`src/rtl/mem_bus_pkg.sv`:
```
// Shared encodings and default widths for the backing-memory arbiter.
package mem_bus_pkg;

    localparam int AW_DEF = 32;
    localparam int DW_DEF = 64;

    typedef enum logic [1:0] {
        IDLE = 2'd0,
        REQ  = 2'd1,
        RESP = 2'd2,
        ERR  = 2'd3
    } state_t;

    typedef enum logic {
        OWN_I = 1'b0,
        OWN_D = 1'b1
    } owner_t;

endpackage

```
`src/rtl/mem_arbiter_rr_arb2.sv`:
```
// Two-way picker for the fetch (i) and data (d) requesters.
// Round-robin by default; PRIO_D=1 makes d win every tie.
module rr_arb2 import mem_bus_pkg::*; #(
    parameter int PRIO_D = 0
) (
    input  logic req_i,
    input  logic req_d,
    input  logic last_grant,
    output logic grant_i,
    output logic grant_d
);

    // d wins when alone, when fixed-priority, or when i had the last turn
    always_comb begin
        grant_d = req_d && (!req_i || (PRIO_D != 0) || (last_grant == OWN_I));
        grant_i = req_i && !grant_d;
    end

endmodule

```
`src/rtl/mem_arbiter.sv`:
```
// Shares one memory port between the icache refill port and the dcache port.
// One transaction in flight; a response timeout returns an error to the owner
// and drains the late downstream response before the next grant.
module mem_arbiter import mem_bus_pkg::*; #(
    parameter int AW      = AW_DEF,
    parameter int DW      = DW_DEF,
    parameter int PRIO_D  = 0,
    parameter int TIMEOUT = 256
) (
    input  logic              clk,
    input  logic              rst,
    input  logic [AW-1:0]     i_addr,
    input  logic              i_avalid,
    output logic              i_aready,
    input  logic [DW-1:0]     i_wdata,
    input  logic [DW/8-1:0]   i_wstrb,
    output logic [DW-1:0]     i_rdata,
    output logic              i_bvalid,
    input  logic              i_bready,
    output logic              i_err,
    input  logic [AW-1:0]     d_addr,
    input  logic              d_avalid,
    output logic              d_aready,
    input  logic [DW-1:0]     d_wdata,
    input  logic [DW/8-1:0]   d_wstrb,
    output logic [DW-1:0]     d_rdata,
    output logic              d_bvalid,
    input  logic              d_bready,
    output logic              d_err,
    output logic [AW-1:0]     m_addr,
    output logic              m_avalid,
    input  logic              m_aready,
    output logic [DW-1:0]     m_wdata,
    output logic [DW/8-1:0]   m_wstrb,
    input  logic [DW-1:0]     m_rdata,
    input  logic              m_bvalid,
    output logic              m_bready,
    output logic              busy
);

    localparam int SW = DW / 8;
    // One spare bit: the timer may step one past TIMEOUT-1 when the request
    // handshake lands exactly on the last allowed cycle.
    localparam int TW = $clog2(TIMEOUT) + 1;

    state_t          state_reg, state_next;
    logic            owner_reg, owner_next;
    logic            last_grant_reg, last_grant_next;
    logic [TW-1:0]   timer_reg, timer_next;
    logic            drain_reg, drain_next;
    logic [AW-1:0]   addr_reg, addr_next;
    logic [DW-1:0]   wdata_reg, wdata_next;
    logic [SW-1:0]   wstrb_reg, wstrb_next;
    logic            grant_i, grant_d;
    logic            own_bready;
    logic            timed_out;

    rr_arb2 #(.PRIO_D(PRIO_D)) u_pick (
        .req_i      (i_avalid),
        .req_d      (d_avalid),
        .last_grant (last_grant_reg),
        .grant_i    (grant_i),
        .grant_d    (grant_d)
    );

    assign own_bready = (owner_reg == OWN_D) ? d_bready : i_bready;
    assign timed_out  = (timer_reg >= TW'(TIMEOUT - 1));
    assign m_addr     = addr_reg;
    assign m_wdata    = wdata_reg;
    assign m_wstrb    = wstrb_reg;
    assign busy       = (state_reg != IDLE) || drain_reg;

    // State, ownership, timer and latched request fields
    always_ff @(posedge clk or negedge rst) begin
        if (!rst) begin
            state_reg      <= IDLE;
            owner_reg      <= OWN_I;
            last_grant_reg <= OWN_D;
            timer_reg      <= '0;
            drain_reg      <= 1'b0;
            addr_reg       <= '0;
            wdata_reg      <= '0;
            wstrb_reg      <= '0;
        end else begin
            state_reg      <= state_next;
            owner_reg      <= owner_next;
            last_grant_reg <= last_grant_next;
            timer_reg      <= timer_next;
            drain_reg      <= drain_next;
            addr_reg       <= addr_next;
            wdata_reg      <= wdata_next;
            wstrb_reg      <= wstrb_next;
        end
    end

    // Next-state logic plus requester/downstream handshake outputs
    always_comb begin
        state_next      = state_reg;
        owner_next      = owner_reg;
        last_grant_next = last_grant_reg;
        timer_next      = timer_reg;
        drain_next      = drain_reg;
        addr_next       = addr_reg;
        wdata_next      = wdata_reg;
        wstrb_next      = wstrb_reg;
        i_aready        = 1'b0;
        d_aready        = 1'b0;
        i_bvalid        = 1'b0;
        d_bvalid        = 1'b0;
        i_err           = 1'b0;
        d_err           = 1'b0;
        i_rdata         = '0;
        d_rdata         = '0;
        m_avalid        = 1'b0;
        m_bready        = drain_reg;

        // A response orphaned by a timeout is swallowed here
        if (drain_reg && m_bvalid) begin
            drain_next = 1'b0;
        end

        case (state_reg)
            IDLE: begin
                if (!drain_reg && (grant_i || grant_d)) begin
                    // aready is combinational, so mask it while reset is held
                    i_aready        = grant_i & rst;
                    d_aready        = grant_d & rst;
                    owner_next      = grant_d ? OWN_D : OWN_I;
                    last_grant_next = grant_d ? OWN_D : OWN_I;
                    addr_next       = grant_d ? d_addr  : i_addr;
                    wdata_next      = grant_d ? d_wdata : i_wdata;
                    wstrb_next      = grant_d ? d_wstrb : i_wstrb;
                    timer_next      = '0;
                    state_next      = REQ;
                end
            end
            REQ: begin
                m_avalid   = 1'b1;
                timer_next = timer_reg + TW'(1);
                if (m_aready) begin
                    state_next = RESP;
                end else if (timed_out) begin
                    state_next = ERR;
                end
            end
            RESP: begin
                m_bready   = own_bready;
                timer_next = timer_reg + TW'(1);
                if (owner_reg == OWN_D) begin
                    d_bvalid = m_bvalid;
                    d_rdata  = m_bvalid ? m_rdata : '0;
                end else begin
                    i_bvalid = m_bvalid;
                    i_rdata  = m_bvalid ? m_rdata : '0;
                end
                if (m_bvalid && own_bready) begin
                    state_next = IDLE;
                end else if (timed_out) begin
                    state_next = ERR;
                    drain_next = 1'b1;
                end
            end
            ERR: begin
                if (owner_reg == OWN_D) begin
                    d_bvalid = 1'b1;
                    d_err    = 1'b1;
                end else begin
                    i_bvalid = 1'b1;
                    i_err    = 1'b1;
                end
                if (own_bready) begin
                    state_next = IDLE;
                end
            end
        endcase
    end

endmodule

```
`config.mk`:
```
export PLATFORM = sky130hd
export DESIGN_NAME = mem_arbiter
export DESIGN_NICKNAME = d
export VERILOG_FILES = /design/src/rtl/mem_bus_pkg.sv /design/src/rtl/mem_arbiter_rr_arb2.sv /design/src/rtl/mem_arbiter.sv
export SDC_FILE = /design/constraint.sdc
export NUM_CORES = 1
export LEC_CHECK = 0
export ABC_AREA = 0
export CAP_MARGIN = 15
export CORE_AREA = 2 2 205 207
export CTS_BUF_LIST = sky130_fd_sc_hd__clkbuf_8
export CTS_CLUSTER_DIAMETER = 100
export CTS_CLUSTER_SIZE = 20
export DETAILED_ROUTE_END_ITERATION = 6
export DIE_AREA = 0 0 207 209
export MAX_ROUTING_LAYER = met4
export PLACE_DENSITY = 0.53
export SLEW_MARGIN = 20
export SYNTH_ARGS = -nofsm -noshare
export SYNTH_HDL_FRONTEND = slang
export SYNTH_SLANG_ARGS = --single-unit
export TNS_END_PERCENT = 5
```
`constraint.sdc`:
```
create_clock -name clk -period 4.35 [get_ports clk]
set_input_delay 0.6525 -clock clk [delete_from_list [all_inputs] [get_ports clk]]
set_output_delay 0.6525 -clock clk [all_outputs]
set_load 0.01 [all_outputs]
```
==> flow_metrics.py, run 1 <==
metrics = {
    "logic_synthesis": {
        "synth_most_common_cell": "sky130_fd_sc_hd__and2_1",
        "synth_edf_count": 0,
        "synth.area.mux_share": 0.161,
        "cell_types_with_the_largest_area_share_after_synthesis": "sky130_fd_sc_hd__dfrtp_1, sky130_fd_sc_hd__mux2i_1, sky130_fd_sc_hd__and2_1",
        "post_synth_xor_area_fraction": 0,
        "synth-async-reset-ratio": 1.00,
        "adder_and_majority_gate_portion_of_the_synthesized_area": 0.0114,
        "yosysTopAreaCellShare": 0.444,
        "number_of_warning_messages_in_the_yosys_log": 0,
        "ys_seq_area_frac": 0.448,
        "synth.largest_area_cell": "sky130_fd_sc_hd__dfrtp_1",
        "ys_seq_elements": 118,
        "post_synth.cell_area_avg_sq_um": 9.39,
        "synth_compound_gate_area_share": 0.110,
        "synth.cells.most_frequent": "sky130_fd_sc_hd__and2_1, sky130_fd_sc_hd__dfrtp_1, sky130_fd_sc_hd__nor2_1, sky130_fd_sc_hd__a21oi_1, sky130_fd_sc_hd__mux2i_1",
        "synthesized_area_sq_mm": 0.00659,
        "post_synthesis_net_count": 988,
        "synth_top_family_by_area": "simple AND/OR/NAND/NOR gates",
        "synth-simple-area-share": 0.217,
        "synth_cells": 702,
        "synth_top_flop_cell": "sky130_fd_sc_hd__dfrtp_1",
        "yosys.cell_types.count": 41,
    },
    "global_routing": {
        "grt_max_degree": 106,
        "global_route_wire_length_before_repair_um": 44800,
        "initial_antenna_violation_count": 2,
        "groute.usage.overall": 0.143,
        "via_count_of_the_first_global_routing_pass": 6732,
        "global_route.overflow_total": 0,
    },
    "clock_network": {
        "cts_buffer_depth": 2,
        "cts.repair_timing.setup_buffer_count": 0,
        "clkSlewWorstSetupHoldPaths_ns": 0.08,
        "cts_made_buffers": 17,
        "tritoncts": "done",
        "clkLatencyLatePin_ns": 0.43,
        "cts_root_buf": "sky130_fd_sc_hd__clkbuf_8",
        "htree_num_levels": 4,
        "holdBufCountCts": 0,
        "cts_sinks": 118,
        "post_cts_resized": 0,
    },
    "detailed_routing": {
        "drt-total-wl_um": 30900,
        "route.antenna.remaining_nets": 0,
        "routedWlPerCell_um": 17.6,
        "routed_vias": 6679,
        "detail_route.drc_violations": 0,
        "viasPerCell": 3.80,
        "drt_pass1_iterations": 4,
        "detailedRoute.firstIterationViolations": 340,
    },
    "sta": {
        "rsz0062_at_grt": "false",
        "slew-limit-headroom": 0.394,
        "report.final.setup_viol": 0,
        "hold_violations": 0,
        "fin_skew_ns": 0.0119,
        "fin_ws_ns": 1.02,
        "tns_ns": 0,
        "final.period_utilization": 0.766,
        "worst_slew_pin_slew_ns": 0.908,
        "fmax_mhz": 300,
        "final_critical_period_ns": 3.33,
        "report.final.slew_viol_count": 0,
    },
    "worst_setup_path": {
        "critical-path-top-delay-family": "buffers and inverters",
        "critical_path.max_stage_delay_ns": 0.58,
        "worst-path-max-fanout": 65,
        "critPathKind": "reg2out",
        "cp_cell_sequence": "inv_1, ha_1, nand2_1, nor2_2, buf_4, and2_1, clkdlybuf4s50_1",
        "start_kind": "flip-flop",
        "endpoint": "d_rdata[34]",
        "worst_r2r_path_depth": 8,
        "crit_path_start": "state_reg[0]$_DFFE_PN0P_",
        "ff2ff_setup_slack_ns": 1.74,
        "cp-end-kind": "output pin",
        "cp.buffers_inverters": 3,
        "cp.depth": 7,
        "critical_path_required_ns": 3.70,
        "worst-endpoint-arrival_ns": 2.68,
        "rr_startpoint": "state_reg[1]$_DFFE_PN0P_",
        "worstReg2RegEnd": "m_wstrb[5]$_DFFE_PN0P_",
        "crit_slowest_cell": "sky130_fd_sc_hd__clkdlybuf4s50_1",
    },
    "power": {
        "clock_network_power_share": 0.162,
        "pwr_per_cell_area_mw_per_mm2": 494,
        "power.share.combinational": 0.531,
        "highest_ir_drop_seen_on_vdd_uv": 378,
        "internal_power_component_mw": 3.89,
        "total_power_mw": 6.28,
        "sw_frac_of_total": 0.380,
        "power.switching_mw": 2.39,
        "power_frac_seq": 0.307,
        "p_leak_nw": 5.03,
    },
    "hold_path": {
        "hold_path_class": "in2async",
    },
    "die": {
        "die_w_um": 207,
        "dieArea_sq_mm": 0.0433,
        "initial_utilization": 0.160,
        "placementRows": 75,
        "io_pins": 521,
        "core_region_area_sq_mm": 0.0413,
        "die_height_um": 209,
    },
    "placement": {
        "detailed_place_hpwl_um": 25100,
        "gp_congestion": 1.03,
        "port-buffer-count": 520,
        "preCtsSetupSlack_ns": 1.08,
    },
    "cells_and_area": {
        "area_growth_syn_to_layout_pct": 92.8,
        "largest_register_ffs": 64,
        "final_core_utilization": 0.308,
        "n_fill_cell": 4349,
        "drive_above_1_share": 0.0453,
        "design.final.nets": 1488,
    },
    "flow_run": {
        "max_cap_check_violation_count": 0,
    },
    "status": {
        "result_of_the_run": "completed",
    },
}
==> worst min-delay path by stage <==
stage	from	to	slack, ns	cells past startpoint
after detailed placement	timer_reg[8]$_DFFE_PN0P_	timer_reg[8]$_DFFE_PN0P_	0.50	2
final	rst	m_wdata[39]$_DFFE_PN0P_	0.38	2
after global placement	timer_reg[8]$_DFFE_PN0P_	timer_reg[8]$_DFFE_PN0P_	0.50	2
after floorplan	rst	drain_reg$_DFF_PN0_	0.36	0
after global routing	rst	m_wdata[39]$_DFFE_PN0P_	0.41	2
after CTS	rst	m_wdata[38]$_DFFE_PN0P_	0.39	2
==> logic make-up after synthesis <==
| group | Yosys count |
|---|---|
| flops | 118 |
| buf+inv | 60 |
| fa+ha+maj | 6 |
| mux | 106 |
| simple gates | 279 |
| compound gates | 133 |
==> metrics by stage <==
| stage | std cells | hold WS (ns) | cell area [sq um] |
|---|---|---|---|
| 2_1_floorplan | 702 | 0.357 | 6590 |
| 3_3_place_gp | 1722 | 0.495 | 12300 |
| 3_5_place_dp | 1722 | 0.502 | 12300 |
| 4_1_cts | 1754 | 0.389 | 12700 |
| 5_1_grt | 1756 | 0.409 | 12700 |
| 6_report | 1757 | 0.382 | 12700 |
==> cells in the final DEF, fill, tap and decap left out, types with 7 or more instances in the layout <==
cell                              instances
sky130_fd_sc_hd__buf_4                   11
sky130_fd_sc_hd__dfrtp_1                117
sky130_fd_sc_hd__inv_1                    9
sky130_fd_sc_hd__nand2_1                 15
sky130_fd_sc_hd__clkbuf_8                19
sky130_fd_sc_hd__a21oi_1                108
sky130_fd_sc_hd__clkdlybuf4s50_1        519
sky130_fd_sc_hd__and2_1                 130
sky130_fd_sc_hd__nor2_1                 109
sky130_fd_sc_hd__mux2i_1                105
sky130_fd_sc_hd__nand3_1                  7
==> power by group through the flow <==
stage                     Sequential (mW)  Clock, mW  Combinational, mW
after floorplan                      2.15          0               1.35
after global placement               1.93          0               3.36
after detailed placement             1.95          0               3.39
after CTS                            1.93       1.08               3.40
after global routing                 2.01       1.12               3.64
final                                1.93       1.02               3.33
==> layer usage <==
layer	vias to the layer above	share of wire	track usage
met5	-	0	-
met4	0	0.011	0.0286
met3	15	0.055	0.0371
met2	174	0.50	0.233
met1	3126	0.44	0.178
li1	3364	-	-
==> cell type report <==
class / instances / area, sq um / area share
diodes: 3 / 7.51 / 0.000591
clock buffers: 19 / 262 / 0.0206
clock inverters: 13 / 133 / 0.0104
inverters: 8 / 30.0 / 0.00236
multi-input cells: 524 / 3310 / 0.260
flip-flops and latches: 118 / 2950 / 0.232
well taps: 539 / 674 / 0.0531
repair buffers: 533 / 5340 / 0.420
Power figures use the tool's default switching activity.
==> run 2, diff against run 1 <==
Settings changed: CORE_AREA 2 2 205 207 to 2 2 202 204, DIE_AREA 0 0 207 209 to 0 0 204 206, PLACE_DENSITY 0.53 to 0.54.
Clock period 4.35 ns to 3.15 ns, I/O delays scaled along.
==> run 2 against run 1 <==
  * Clock-buffer cell count rose by 1
  * Core utilization rose by 1.2 points
  * Worst setup slack worse by 0.85 ns
  * Clock skew grew 0.0075 ns
  * Critical path depth is the same
  * Via count grew 1.1%
  * Critical path type unchanged
  * Register-to-register slack got worse by 1.0 ns
  * Cell count decreased by 0.34%
  * Global-route usage shrank 0.27 points
==> flow_metrics.py, run 2 (same netlist as run 1, synthesis figures left out) <==
metrics = {
    "global_routing": {
        "groute.layer.met2.usage": 0.231,
        "grtUsageMet1": 0.172,
        "via_count_of_the_first_global_routing_pass": 6595,
        "grt_max_degree": 86,
        "use_met3": 0.0344,
        "grt.busiest_layer": "met2",
        "initial_antenna_violation_count": 2,
        "groute.usage.overall": 0.140,
        "global_route.overflow_total": 0,
        "global_route_wire_length_before_repair_um": 42200,
    },
    "worst_setup_path": {
        "cp.buffers_inverters": 3,
        "worst-endpoint-arrival_ns": 2.51,
        "critPathKind": "reg2out",
        "cp_cell_sequence": "inv_1, ha_2, nand2_1, nor2_4, clkbuf_16, and2_1, clkdlybuf4s50_1",
        "crit_slowest_cell": "sky130_fd_sc_hd__clkdlybuf4s50_1",
        "start_kind": "flip-flop",
        "cp-end-kind": "output pin",
        "worst_r2r_path_depth": 8,
        "rr_startpoint": "state_reg[0]$_DFFE_PN0P_",
        "worstReg2RegEnd": "m_addr[26]$_DFFE_PN0P_",
        "critical-path-top-delay-family": "buffers and inverters",
        "critical_path.max_stage_delay_ns": 0.56,
        "ff2ff_setup_slack_ns": 0.73,
        "worst-path-max-fanout": 32,
        "critical_path_required_ns": 2.68,
    },
    "clock_network": {
        "tritoncts": "done",
        "cts_sinks": 118,
        "cts_buffer_depth": 2,
        "cts_root_buf": "sky130_fd_sc_hd__clkbuf_8",
        "clkLatencyLatePin_ns": 0.47,
        "clkSlewWorstSetupHoldPaths_ns": 0.08,
        "cts.repair_timing.setup_buffer_count": 0,
        "cts_made_buffers": 17,
        "htree_num_levels": 4,
    },
    "cells_and_area": {
        "finalNonFillerCells": 1751,
        "largest_register_ffs": 64,
        "layout.cells.most_common": "sky130_fd_sc_hd__clkdlybuf4s50_1",
        "top_library_cells_by_usage_in_the_layout_fill_and_taps_aside": "sky130_fd_sc_hd__clkdlybuf4s50_1, sky130_fd_sc_hd__and2_1, sky130_fd_sc_hd__dfrtp_1",
        "drive_above_1_share": 0.0477,
        "design.final.nets": 1491,
        "area_growth_syn_to_layout_pct": 94.8,
    },
    "detailed_routing": {
        "drt-total-wl_um": 30300,
        "detail_route.drc_violations": 0,
        "drt_pass1_iterations": 4,
        "routed_vias": 6753,
        "detailedRoute.firstIterationViolations": 261,
        "routedWlPerCell_um": 17.3,
        "route.antenna.remaining_nets": 0,
        "viasPerCell": 3.86,
    },
    "sta": {
        "worst_slew_pin_slew_ns": 0.810,
        "final.period_utilization": 0.947,
        "slew-limit-headroom": 0.460,
        "fmax_mhz": 335,
        "report.final.setup_viol": 0,
        "fin_ws_ns": 0.166,
        "report.final.slew_viol_count": 0,
        "fin_skew_ns": 0.0194,
        "hold-worst-slack_ns": 0.448,
        "rsz0062_at_grt": "false",
        "final_critical_period_ns": 2.98,
        "hold_violations": 0,
        "tns_ns": 0,
    },
    "status": {
        "result_of_the_run": "completed",
    },
    "die": {
        "dieArea_sq_mm": 0.0420,
        "core_region_area_sq_mm": 0.0402,
        "die_w_um": 204,
        "io_pins": 521,
        "die_height_um": 206,
        "initial_utilization": 0.164,
        "placementRows": 74,
    },
    "placement": {
        "port-buffer-count": 520,
        "detailed_place_hpwl_um": 24600,
        "placedCellCount": 1716,
        "preCtsSetupSlack_ns": 0.459,
        "gp_congestion": 0.957,
    },
    "power": {
        "p_leak_nw": 5.08,
        "highest_ir_drop_seen_on_vdd_uv": 503,
        "total_power_mw": 8.92,
        "pwr_per_cell_area_mw_per_mm2": 694,
    },
    "hold_path": {
        "hold_path_class": "in2async",
    },
    "flow_run": {
        "max_cap_check_violation_count": 0,
    },
}
## run 2: cell count changes in the layout (fill, tap and decap cells not counted), moves of 2 or more
| cell | previous run | this run |
|---|---|---|
| sky130_fd_sc_hd__buf_12 | 3 | 6 |
| sky130_fd_sc_hd__buf_4 | 11 | 8 |
| sky130_fd_sc_hd__clkinvlp_4 | 3 | 1 |
| sky130_fd_sc_hd__clkinv_2 | 4 | 2 |
| sky130_fd_sc_hd__bufinv_16 | 2 | 4 |
## run 2: layout make-up
class | count | area, sq um
clock buffers | 20 | 275
clock inverters | 11 | 173
inverters | 8 | 30.0
flip-flops and latches | 118 | 2950
well taps | 532 | 666
fillers | 4183 | 27300
diodes | 2 | 5.00
multi-input cells | 524 | 3320
repair buffers | 536 | 5420
## run 2: routing by layer
| metal | share of wire | vias to the layer above | wire [um] |
|---|---|---|---|
| li1 | - | 3379 | - |
| met1 | 0.43 | 3149 | 13000 |
| met2 | 0.50 | 210 | 15000 |
| met3 | 0.065 | 15 | 1970 |
| met4 | 0.011 | 0 | 327 |
| met5 | 0 | - | 0 |
## run 2: what timing repair did
action,4_1_cts,5_1_grt
setup endpoints to repair,0,27
hold buffers,1,0
hold endpoints to repair,21,0
gates resized for setup,0,2
## run 2: how the worst max path moves through the flow
stage                                   startpoint           to  slack (ns)  cells past startpoint
after global routing      state_reg[0]$_DFFE_PN0P_     i_aready        0.02                      6
after global placement                    m_bvalid  i_rdata[33]        0.45                      6
after detailed placement                  m_bvalid   i_rdata[4]        0.46                      6
final                     state_reg[0]$_DFFE_PN0P_  i_rdata[22]        0.17                      7
after CTS                 state_reg[0]$_DFFE_PN0P_  i_rdata[13]        0.07                      7
after floorplan           state_reg[0]$_DFFE_PN0P_  d_rdata[13]        1.23                      7
## run 2: worst register-to-register path, delay by kind of cell, from the launching register on
| family | cells | cell delay [ns] |
|---|---|---|
| adder cells (fa/ha/maj) | 1 | 0.38 |
| buffers and inverters | 3 | 0.63 |
| AO/OA/AOI/OAI | 1 | 0.15 |
| AND/OR/NAND/NOR | 3 | 0.76 |
| flip-flops | 1 | 0.41 |
## run 2: power breakdown
group / leakage [nW] / internal, mW / switching (mW)
Combinational: 3.52 / 2.40 / 2.23
Sequential: 1.33 / 2.26 / 0.433
Clock: 0.225 / 0.924 / 0.674
## run 2: through the flow
stage | cell area, sq um | utilization
2_1_floorplan | 6590 | -
3_3_place_gp | 12300 | 0.307
3_5_place_dp | 12300 | 0.307
4_1_cts | 12800 | 0.319
5_1_grt | 12800 | 0.319
6_report | 12800 | 0.320
==> run 3, diff against run 2 <==
Settings changed: SLEW_MARGIN 20 to unset.
==> results of run 3 <==
The final DEF is identical to that of run 2; final timing and power are the same.
